`src/rtl/load_store_unit.sv`:
```
// Load/store unit: accepts one memory request per instruction from the core,
// drives a valid/ready data bus with lane enables and replicated write data,
// and returns a sign- or zero-extended load result while stalling the core.
module load_store_unit #(
    parameter int TIMEOUT = 256,
    parameter int CNT_W   = 9
) (
    input  logic        clk,
    input  logic        rst,
    input  logic        req_valid,
    input  logic        req_we,
    input  logic [2:0]  req_funct3,
    input  logic [31:0] req_addr,
    input  logic [31:0] req_wdata,
    output logic        stall,
    output logic        done,
    output logic [31:0] load_data,
    output logic        misaligned,
    output logic        access_fault,
    output logic        bus_valid,
    input  logic        bus_ready,
    output logic        bus_we,
    output logic [31:0] bus_addr,
    output logic [3:0]  bus_be,
    output logic [31:0] bus_wdata,
    input  logic        bus_rvalid,
    input  logic [31:0] bus_rdata
);

    typedef enum logic [1:0] {
        IDLE     = 2'd0,
        BUS_ADDR = 2'd1,
        BUS_RESP = 2'd2,
        DONE     = 2'd3
    } state_t;

    localparam logic             TO_EN    = (TIMEOUT != 0);
    localparam logic [CNT_W-1:0] CNT_LAST = CNT_W'(TIMEOUT - 1);

    // Byte enables for the access size and byte offset.
    function automatic logic [3:0] lane_be(input logic [2:0] f3, input logic [1:0] off);
        logic [3:0] be;
        case (f3[1:0])
            2'b00:   be = 4'b0001 << off;
            2'b01:   be = off[1] ? 4'b1100 : 4'b0011;
            2'b10:   be = 4'b1111;
            default: be = 4'b0000;
        endcase
        return be;
    endfunction

    // Replicate the store data across every lane it could land in.
    function automatic logic [31:0] lane_wdata(input logic [2:0] f3, input logic [31:0] d);
        logic [31:0] w;
        case (f3[1:0])
            2'b00:   w = {4{d[7:0]}};
            2'b01:   w = {2{d[15:0]}};
            default: w = d;
        endcase
        return w;
    endfunction

    // Pick the addressed lane of the read data and extend it.
    function automatic logic [31:0] load_extend(input logic [2:0] f3, input logic [1:0] off,
                                                input logic [31:0] d);
        logic [7:0]  b;
        logic [15:0] h;
        logic [31:0] r;
        case (off)
            2'd0:    b = d[7:0];
            2'd1:    b = d[15:8];
            2'd2:    b = d[23:16];
            default: b = d[31:24];
        endcase
        h = off[1] ? d[31:16] : d[15:0];
        case (f3)
            3'b000:  r = {{24{b[7]}}, b};
            3'b001:  r = {{16{h[15]}}, h};
            3'b100:  r = {24'd0, b};
            3'b101:  r = {16'd0, h};
            default: r = d;
        endcase
        return r;
    endfunction

    state_t            state_r;
    logic              we_r;
    logic [2:0]        funct3_r;
    logic [1:0]        off_r;
    logic [CNT_W-1:0]  cnt_r;
    logic              done_r;
    logic              fault_r;
    logic              bus_valid_r;
    logic              bus_we_r;
    logic [31:0]       bus_addr_r;
    logic [3:0]        bus_be_r;
    logic [31:0]       bus_wdata_r;
    logic [31:0]       load_data_r;

    logic legal_s;
    logic mis_s;
    logic req_idle_s;
    logic start_s;
    logic busy_s;
    logic complete_s;
    logic abort_s;

    // Decode which funct3 values are legal for the requested direction.
    always_comb begin
        legal_s = 1'b0;
        case (req_funct3)
            3'b000, 3'b001, 3'b010: legal_s = 1'b1;
            3'b100, 3'b101:         legal_s = ~req_we;
            default:                legal_s = 1'b0;
        endcase
    end

    // Halfwords need an even address, words need a word-aligned address.
    always_comb begin
        mis_s = 1'b0;
        case (req_funct3[1:0])
            2'b01:   mis_s = req_addr[0];
            2'b10:   mis_s = (req_addr[1:0] != 2'b00);
            default: mis_s = 1'b0;
        endcase
    end

    assign req_idle_s = (state_r == IDLE) && req_valid && !rst;
    assign start_s    = req_idle_s && legal_s && !mis_s;
    assign busy_s     = (state_r == BUS_ADDR) || (state_r == BUS_RESP);
    // A response only counts once the address phase has been accepted.
    assign complete_s = ((state_r == BUS_ADDR) && bus_ready && bus_rvalid) ||
                        ((state_r == BUS_RESP) && bus_rvalid);
    assign abort_s    = busy_s && !complete_s && TO_EN && (cnt_r == CNT_LAST);

    // Rejections are reported in the request cycle so the core never stalls on them.
    assign access_fault = (req_idle_s && !legal_s) || fault_r;
    assign misaligned   = req_idle_s && legal_s && mis_s;
    assign stall        = start_s || busy_s;
    assign done         = done_r;
    assign load_data    = load_data_r;
    assign bus_valid    = bus_valid_r;
    assign bus_we       = bus_we_r;
    assign bus_addr     = bus_addr_r;
    assign bus_be       = bus_be_r;
    assign bus_wdata    = bus_wdata_r;

    // Access sequencer: latch request, run the bus handshake, complete or time out.
    always_ff @(posedge clk or posedge rst) begin
        if (rst) begin
            state_r     <= IDLE;
            we_r        <= 1'b0;
            funct3_r    <= 3'd0;
            off_r       <= 2'd0;
            cnt_r       <= '0;
            done_r      <= 1'b0;
            fault_r     <= 1'b0;
            bus_valid_r <= 1'b0;
            bus_we_r    <= 1'b0;
            bus_addr_r  <= 32'd0;
            bus_be_r    <= 4'd0;
            bus_wdata_r <= 32'd0;
            load_data_r <= 32'd0;
        end else begin
            case (state_r)
                IDLE: begin
                    done_r  <= 1'b0;
                    fault_r <= 1'b0;
                    if (start_s) begin
                        we_r        <= req_we;
                        funct3_r    <= req_funct3;
                        off_r       <= req_addr[1:0];
                        cnt_r       <= '0;
                        bus_valid_r <= 1'b1;
                        bus_we_r    <= req_we;
                        bus_addr_r  <= {req_addr[31:2], 2'b00};
                        bus_be_r    <= lane_be(req_funct3, req_addr[1:0]);
                        bus_wdata_r <= lane_wdata(req_funct3, req_wdata);
                        state_r     <= BUS_ADDR;
                    end else begin
                        state_r <= IDLE;
                    end
                end
                BUS_ADDR, BUS_RESP: begin
                    cnt_r <= cnt_r + {{(CNT_W-1){1'b0}}, 1'b1};
                    if (complete_s) begin
                        bus_valid_r <= 1'b0;
                        done_r      <= 1'b1;
                        if (!we_r) begin
                            load_data_r <= load_extend(funct3_r, off_r, bus_rdata);
                        end else begin
                            load_data_r <= load_data_r;
                        end
                        state_r <= DONE;
                    end else if (abort_s) begin
                        bus_valid_r <= 1'b0;
                        done_r      <= 1'b1;
                        fault_r     <= 1'b1;
                        load_data_r <= 32'd0;
                        state_r     <= DONE;
                    end else if ((state_r == BUS_ADDR) && bus_ready) begin
                        bus_valid_r <= 1'b0;
                        state_r     <= BUS_RESP;
                    end else begin
                        state_r <= state_r;
                    end
                end
                DONE: begin
                    done_r  <= 1'b0;
                    fault_r <= 1'b0;
                    state_r <= IDLE;
                end
                default: begin
                    state_r <= IDLE;
                end
            endcase
        end
    end

endmodule

```
`config.mk`:
```
export PLATFORM = sky130hd
export DESIGN_NAME = load_store_unit
export DESIGN_NICKNAME = d
export VERILOG_FILES = /design/src/rtl/load_store_unit.sv
export SDC_FILE = /design/constraint.sdc
export NUM_CORES = 1
export LEC_CHECK = 0
export BUFFER_PORTS_ARGS = -buffer_cell sky130_fd_sc_hd__buf_2
export CAP_MARGIN = 20
export CORE_MARGIN = 5
export CORE_UTILIZATION = 40
export CTS_CLUSTER_SIZE = 20
export DETAILED_ROUTE_END_ITERATION = 16
export PLACE_DENSITY_LB_ADDON = 0.1
export SLEW_MARGIN = 20
export SYNTH_ARGS = -nofsm -noshare
export SYNTH_HDL_FRONTEND = slang
export SYNTH_SLANG_ARGS = --single-unit
```
`constraint.sdc`:
```
create_clock -name clk -period 4.2 [get_ports clk]
set_input_delay 0.42 -clock clk [delete_from_list [all_inputs] [get_ports clk]]
set_output_delay 0.42 -clock clk [all_outputs]
set_load 0.03 [all_outputs]
```
==> run_results.csv, run 1 <==
group,metric,value,unit
status,status,"complete, no violations",
cells_and_area,final_common_cell,"buf_2",
logic_synthesis,yosys.area.top_type,"dfrtp_1",
cts,worstSkewPairLatency,410,ps
sta,skew,6.43,ps
detailed_routing,via_count,4710,
grt,grt_max_degree,71,
die,die_w,130,um
power_and_ir_drop,p_int,3.53,mW
power_and_ir_drop,power.net_switching,2.66,mW
die,dieHeight,130,um
die,initial_core_util,0.404,
sta,setup_tns,0,ps
grt,overflow,0,
detailed_routing,drt-total-wl,15500,um
detailed_routing,ant_nets,0,
cts,clockBufferDepth,2,
worst_setup_path,regToRegSetupSlack,1340,ps
power_and_ir_drop,power_frac_comb,0.448,
placed_design,io_buffers,208,
logic_synthesis,ys_ff_latch,118,
sta,rsz0062_at_grt,"no",
logic_synthesis,syn_inst,502,
die,pin_count,211,
logic_synthesis,synth.top_cell.area_share,0.509,
cells_and_area,fin_util,0.526,
worst_setup_path,r2r_cells,9,
detailed_routing,routed_via_density,5.23,
die,core,14400,um2
cells_and_area,final_cell_mix,"buf_2, dfrtp_1, mux2_1, o21ai_0, a22o_1",
sta,timing.final.max_slew_violations,0,
worst_setup_path,timing_worst_setup_path_type,"reg -> reg",
cts,cts.clk_slew.worst_paths,50,ps
cts,cts_tree,"built",
logic_synthesis,synthArstFlopShare,1.00,
placed_design,dp_hpwl,11400,um
cts,htree_levels,4,
cells_and_area,multi_input_area,2620,um2
power_and_ir_drop,p_per_area,819,nW/um2
sta,period_minus_slack,2860,ps
logic_synthesis,syn-mean-instance-area,11.6,um2
worst_setup_path,crit_required,4490,ps
logic_synthesis,syn_area,5800,um2
die,num_rows,44,
worst_setup_path,cp-startpoint,"cnt_r[0]",
power_and_ir_drop,clockPowerShare,0.223,
worst_setup_path,r2r_start,"cnt_r[0]",
worst_setup_path,end_kind,"flip-flop",
detailed_routing,drc_errors,0,
cts,cts_hold_buffers,0,
logic_synthesis,synth_cell_types,54,
cells_and_area,diodes,0,
cells_and_area,fill_cells,1309,
cells_and_area,area_delta_synth_final,30.3,%
logic_synthesis,synth_edf_count,0,
grt,antenna_found_initial,1,
logic_synthesis,yosysWarnings,0,
cts,cts_setup_buffers,0,
power_and_ir_drop,vdd_drop_max,0.000373,V
run,cap_violations,0,
sta,hold_viol,0,
sta,slew_headroom,0.326,
worst_setup_path,r2r-end,"load_data[18]",
cells_and_area,seq_area,2950,um2
detailed_routing,wire_per_inst,17.2,um
cells_and_area,drive_above_1_share,0.386,
worst_setup_path,path_max_fanout,17,
worst_setup_path,start_kind,"flip-flop",
cells_and_area,fin_nets,820,
grt,grt_pass1_wl,25200,um
min_path,hold_class,"in -> async",
power_and_ir_drop,swShare,0.430,
sta,tightest_slew,1010,ps
logic_synthesis,dominantRegCellSynth,"dfrtp_1",
logic_synthesis,ys_seq_area_frac,0.509,
sta,setup_viol_count_final,0,
grt,grt_pass1_vias,4944,
cts,cts_inserted_buffers,17,
placed_design,gp_congestion,0.846,
grt,grt_util_all_layers,0.189,
logic_synthesis,ys_top_cells_by_area,"dfrtp_1, mux2_1, a22o_1",
sta,clock.fmax,0.350,GHz
detailed_routing,drt_iter0_drc,307,
cts,cts_resized,0,
sta,finalCritPeriodShare,0.681,
cts,cts_root_buf,"clkbuf_16",
power_and_ir_drop,power.total,6.19,mW
detailed_routing,firstDrtPassIters,5,
power_and_ir_drop,p_seq_frac,0.330,
worst_setup_path,crit_arrival,3160,ps
power_and_ir_drop,leakagePower,3.78,nW
die,fp.dieArea,17000,um2
cts,cts_sinks,118,
==> synth_stat cells (all sizes together) (2+ instances only) <==
cell type,instances
clkbuf,20
inv,21
a22o,32
nor2b,6
nor2,7
and3b,2
and2,3
o21ba,2
a221o,3
a21oi,16
and3,2
nor3,4
mux2i,15
a21o,9
a31oi,5
a21boi,2
nor4,2
nand3,10
dfrtp,118
o211ai,4
nand2,20
nor3b,6
a211o,2
mux2,69
buf,13
ha,10
a221oi,10
o21a,3
a32o,3
o21ai,45
o2bb2ai,7
nand3b,2
o21bai,3
nand2b,17
==> registers in the layout (all words and copies together), names as in the netlist <==
signal     count
state_r        2
cnt_r          9
fault_r        1
bus_addr      30
funct3_r       3
bus_we         1
load_data     32
off_r          2
done           1
bus_valid      1
bus_wdata     32
bus_be         4
==> worst max-delay path by stage <==
stage | end | slack [ps] | cells past startpoint
finish | load_data[18] | 1340 | 9
CTS | stall | 1260 | 7
detailed placement | bus_wdata[6] | 1240 | 8
global route | load_data[18] | 1080 | 9
global placement | bus_wdata[11] | 1340 | 8
floorplan | bus_addr[10] | 650 | 1
==> metrics by stage <==
stage / worst slack [ps] / std cells / instance area [um2] / hold WS [ps]
finish: 1340 / 901 / 7560 / 221
global route: 1080 / 901 / 7560 / 200
CTS: 1260 / 901 / 7560 / 203
detailed placement: 1240 / 870 / 6990 / 464
global placement: 1340 / 870 / 6990 / 458
floorplan: 651 / 503 / 5800 / 458
==> metal layers <==
layer / GRT usage / vias up / wire length [um]
met1: 0.243 / 2271 / 6720
li1: - / 2249 / -
met2: 0.302 / 165 / 7220
met3: 0.0638 / 23 / 1310
met5: 0 / - / 13
met4: 0.0635 / 2 / 257
==> logic make-up after synthesis <==
kind of cell               share of synthesized area
AOI/OAI and AO/OA                              0.187
buffers and inverters                         0.0406
and+or+nand+nor                               0.0811
adders and majority gates                     0.0216
DFF                                            0.509
muxes                                          0.160
other                                       0.000646
==> area by class of cell <==
type                            count  area share
Multi-Input combinational cell    331       0.347
Inverter                           21      0.0108
Tap cell                          184      0.0305
Clock inverter                      8     0.00960
Clock buffer                       23      0.0659
Sequential cell                   118       0.391
Timing Repair Buffer              216       0.146
==> worst max-delay path: stages (launching register included) <==
cell	delay, ps
dfrtp_1	400
ha_1	220
nand3_1	150
or2_2	360
nor2_1	110
ha_1	210
a21boi_0	400
o21ai_2	320
buf_4	320
a22o_1	240
==> power groups by stage <==
stage | registers [mW] | logic, mW | clock network (mW)
after floorplan | 2.85 | 1.14 | 0
after global placement | 2.04 | 2.76 | 0
after detailed placement | 2.06 | 2.80 | 0
after CTS | 2.05 | 2.80 | 1.41
after global routing | 2.12 | 2.99 | 1.46
final | 2.04 | 2.77 | 1.38
Power figures use the tool's default switching activity.
==> run 2: changes to the inputs <==
==> constraint.sdc (replaced) <==
create_clock -name clk -period 2.5 [get_ports clk]
set_input_delay 0.25 -clock clk [delete_from_list [all_inputs] [get_ports clk]]
set_output_delay 0.25 -clock clk [all_outputs]
set_load 0.03 [all_outputs]
==> run 2 against run 1 <==
Against the previous run:
- wire length increased by 1.1%
- flip-flop and latch count stayed put
- setup slack worse by 1200 ps
- final cell count rose by 1.6%
- die area is the same
- largest cell class unchanged
==> run_results.csv, run 2 (synthesis gave the netlist of run 1 again) <==
group,metric,value,unit
cts,clockBufferDepth,2,
sta,rsz0062_at_grt,"no",
worst_setup_path,crit_arrival,2100,ps
cells_and_area,final_common_cell,"buf_2",
cells_and_area,fill_cells,1280,
sta,setup_ws,153,ps
die,num_rows,44,
worst_setup_path,r2r_cells,9,
cells_and_area,drive_above_1_share,0.404,
detailed_routing,drt_iter0_drc,250,
detailed_routing,wire_per_inst,17.1,um
sta,hold_viol,0,
detailed_routing,via_count,4794,
grt,grt_util_all_layers,0.186,
placed_design,io_buffers,208,
cells_and_area,area_delta_synth_final,34.8,%
sta,tightest_slew,789,ps
sta,setup_viol_count_final,0,
grt,overflow,0,
cts,cts_tree,"built",
power_and_ir_drop,power.total,10.9,mW
sta,skew,7.61,ps
cts,cts_inserted_buffers,17,
power_and_ir_drop,p_per_area,1390,nW/um2
worst_setup_path,regToRegSetupSlack,210,ps
grt,antenna_found_initial,2,
cts,cts_sinks,118,
cells_and_area,diodes,0,
worst_setup_path,timing_worst_setup_path_type,"reg -> out",
sta,clock.fmax,0.426,GHz
power_and_ir_drop,vdd_drop_max,0.000647,V
cells_and_area,stdcell_area,7820,um2
grt,grt_max_degree,50,
die,fp.dieArea,17000,um2
cts,cts_root_buf,"clkbuf_16",
placed_design,dp_hpwl,11600,um
detailed_routing,drt-total-wl,15700,um
power_and_ir_drop,leakagePower,3.90,nW
min_path,hold_class,"in -> async",
worst_setup_path,r2r_start,"cnt_r[0]",
worst_setup_path,path_max_fanout,17,
run,cap_violations,0,
cells_and_area,seq_area,2950,um2
cells_and_area,final_cell_mix,"buf_2, dfrtp_1, mux2_1, o21ai_0, a22o_1",
die,core,14400,um2
worst_setup_path,start_kind,"flip-flop",
sta,timing.final.max_slew_violations,0,
detailed_routing,ant_nets,0,
cells_and_area,layout.cells.non_filler,915,
grt,grt_pass1_vias,5016,
sta,finalCritPeriodShare,0.939,
sta,period_minus_slack,2350,ps
cells_and_area,multi_input_area,2640,um2
worst_setup_path,end_kind,"output pin",
placed_design,gp_congestion,0.801,
sta,slew_headroom,0.473,
status,status,"complete, no violations",
die,initial_core_util,0.404,
placed_design,place_ws,11.5,ps
worst_setup_path,r2r-end,"load_data[25]",
cells_and_area,fin_nets,833,
die,dieHeight,130,um
cts,cts_hold_buffers,0,
worst_setup_path,crit_required,2250,ps
die,pin_count,211,
placed_design,dpl_cell_area,7130,um2
detailed_routing,routed_via_density,5.24,
placed_design,dpl.cell_count,881,
cts,htree_levels,4,
detailed_routing,firstDrtPassIters,4,
grt,grt_pass1_wl,24900,um
cts,cts.clk_slew.worst_paths,50,ps
cts,worstSkewPairLatency,410,ps
die,die_w,130,um
detailed_routing,drc_errors,0,
sta,setup_tns,0,ps
[run 2: cell types whose count changed in the layout (fill, tap and decap cells not counted), moves of 2 or more]
cell / change
ha_1: -2
clkinvlp_4: +2
buf_12: +5
buf_4: +8
clkinv_2: -2
clkinv_4: -2
bufinv_16: +3
[run 2: routing by layer]
metal  routed length, um  vias up  global-route usage
li1                    -     2266                   -
met1                6600     2327               0.235
met2                7300      179               0.298
met3                1540       18              0.0756
met4                 223        4              0.0551
met5                  19        -                   0
[run 2: worst max path at each step]
stage | startpoint | depth (start not counted) | slack, ps | endpoint
CTS | cnt_r[0] | 9 | 10 | load_data[26]
floorplan | cnt_r[0] | 9 | 290 | load_data[21]
global route | state_r[1] | 7 | 10 | misaligned
detailed placement | cnt_r[0] | 9 | 10 | load_data[28]
global placement | cnt_r[0] | 9 | 130 | load_data[25]
finish | state_r[1] | 7 | 150 | misaligned
[run 2: critical path, cell delays in order (launching register included)]
cell and delay, ps:
dfrtp_1 380, inv_1 150, ha_4 180, nand3b_1 150
a211o_1 330, buf_4 190, nor2_1 110, clkbuf_4 200
[run 2: final cells by class]
type	instances	share of cell area
flip-flops and latches	118	0.378
multi-input cells	331	0.338
well taps	184	0.0294
clock buffers	24	0.0642
repair buffers	229	0.162
clock inverters	8	0.0182
inverters	21	0.0106
[run 2: power breakdown]
part	total, mW	leakage, nW	switching [mW]	internal [mW]
logic	4.89	2.11	3.14	1.75
clock network	2.64	0.316	0.845	1.80
registers	3.32	1.47	0.527	2.79
total	10.9	3.90	4.51	6.34
[run 2: per-stage QoR]
stage | utilization | hold WS [ps]
floorplan | - | 382
global placement | 0.496 | 446
detailed placement | 0.496 | 459
CTS | 0.542 | 19.7
global route | 0.544 | 39.9
finish | 0.544 | 9.23
[run 2: repair_timing]
action,in CTS,in global routing
resized for setup,0,8
setup buffers,1,0
setup endpoints to repair,1,32
pin swaps,1,1
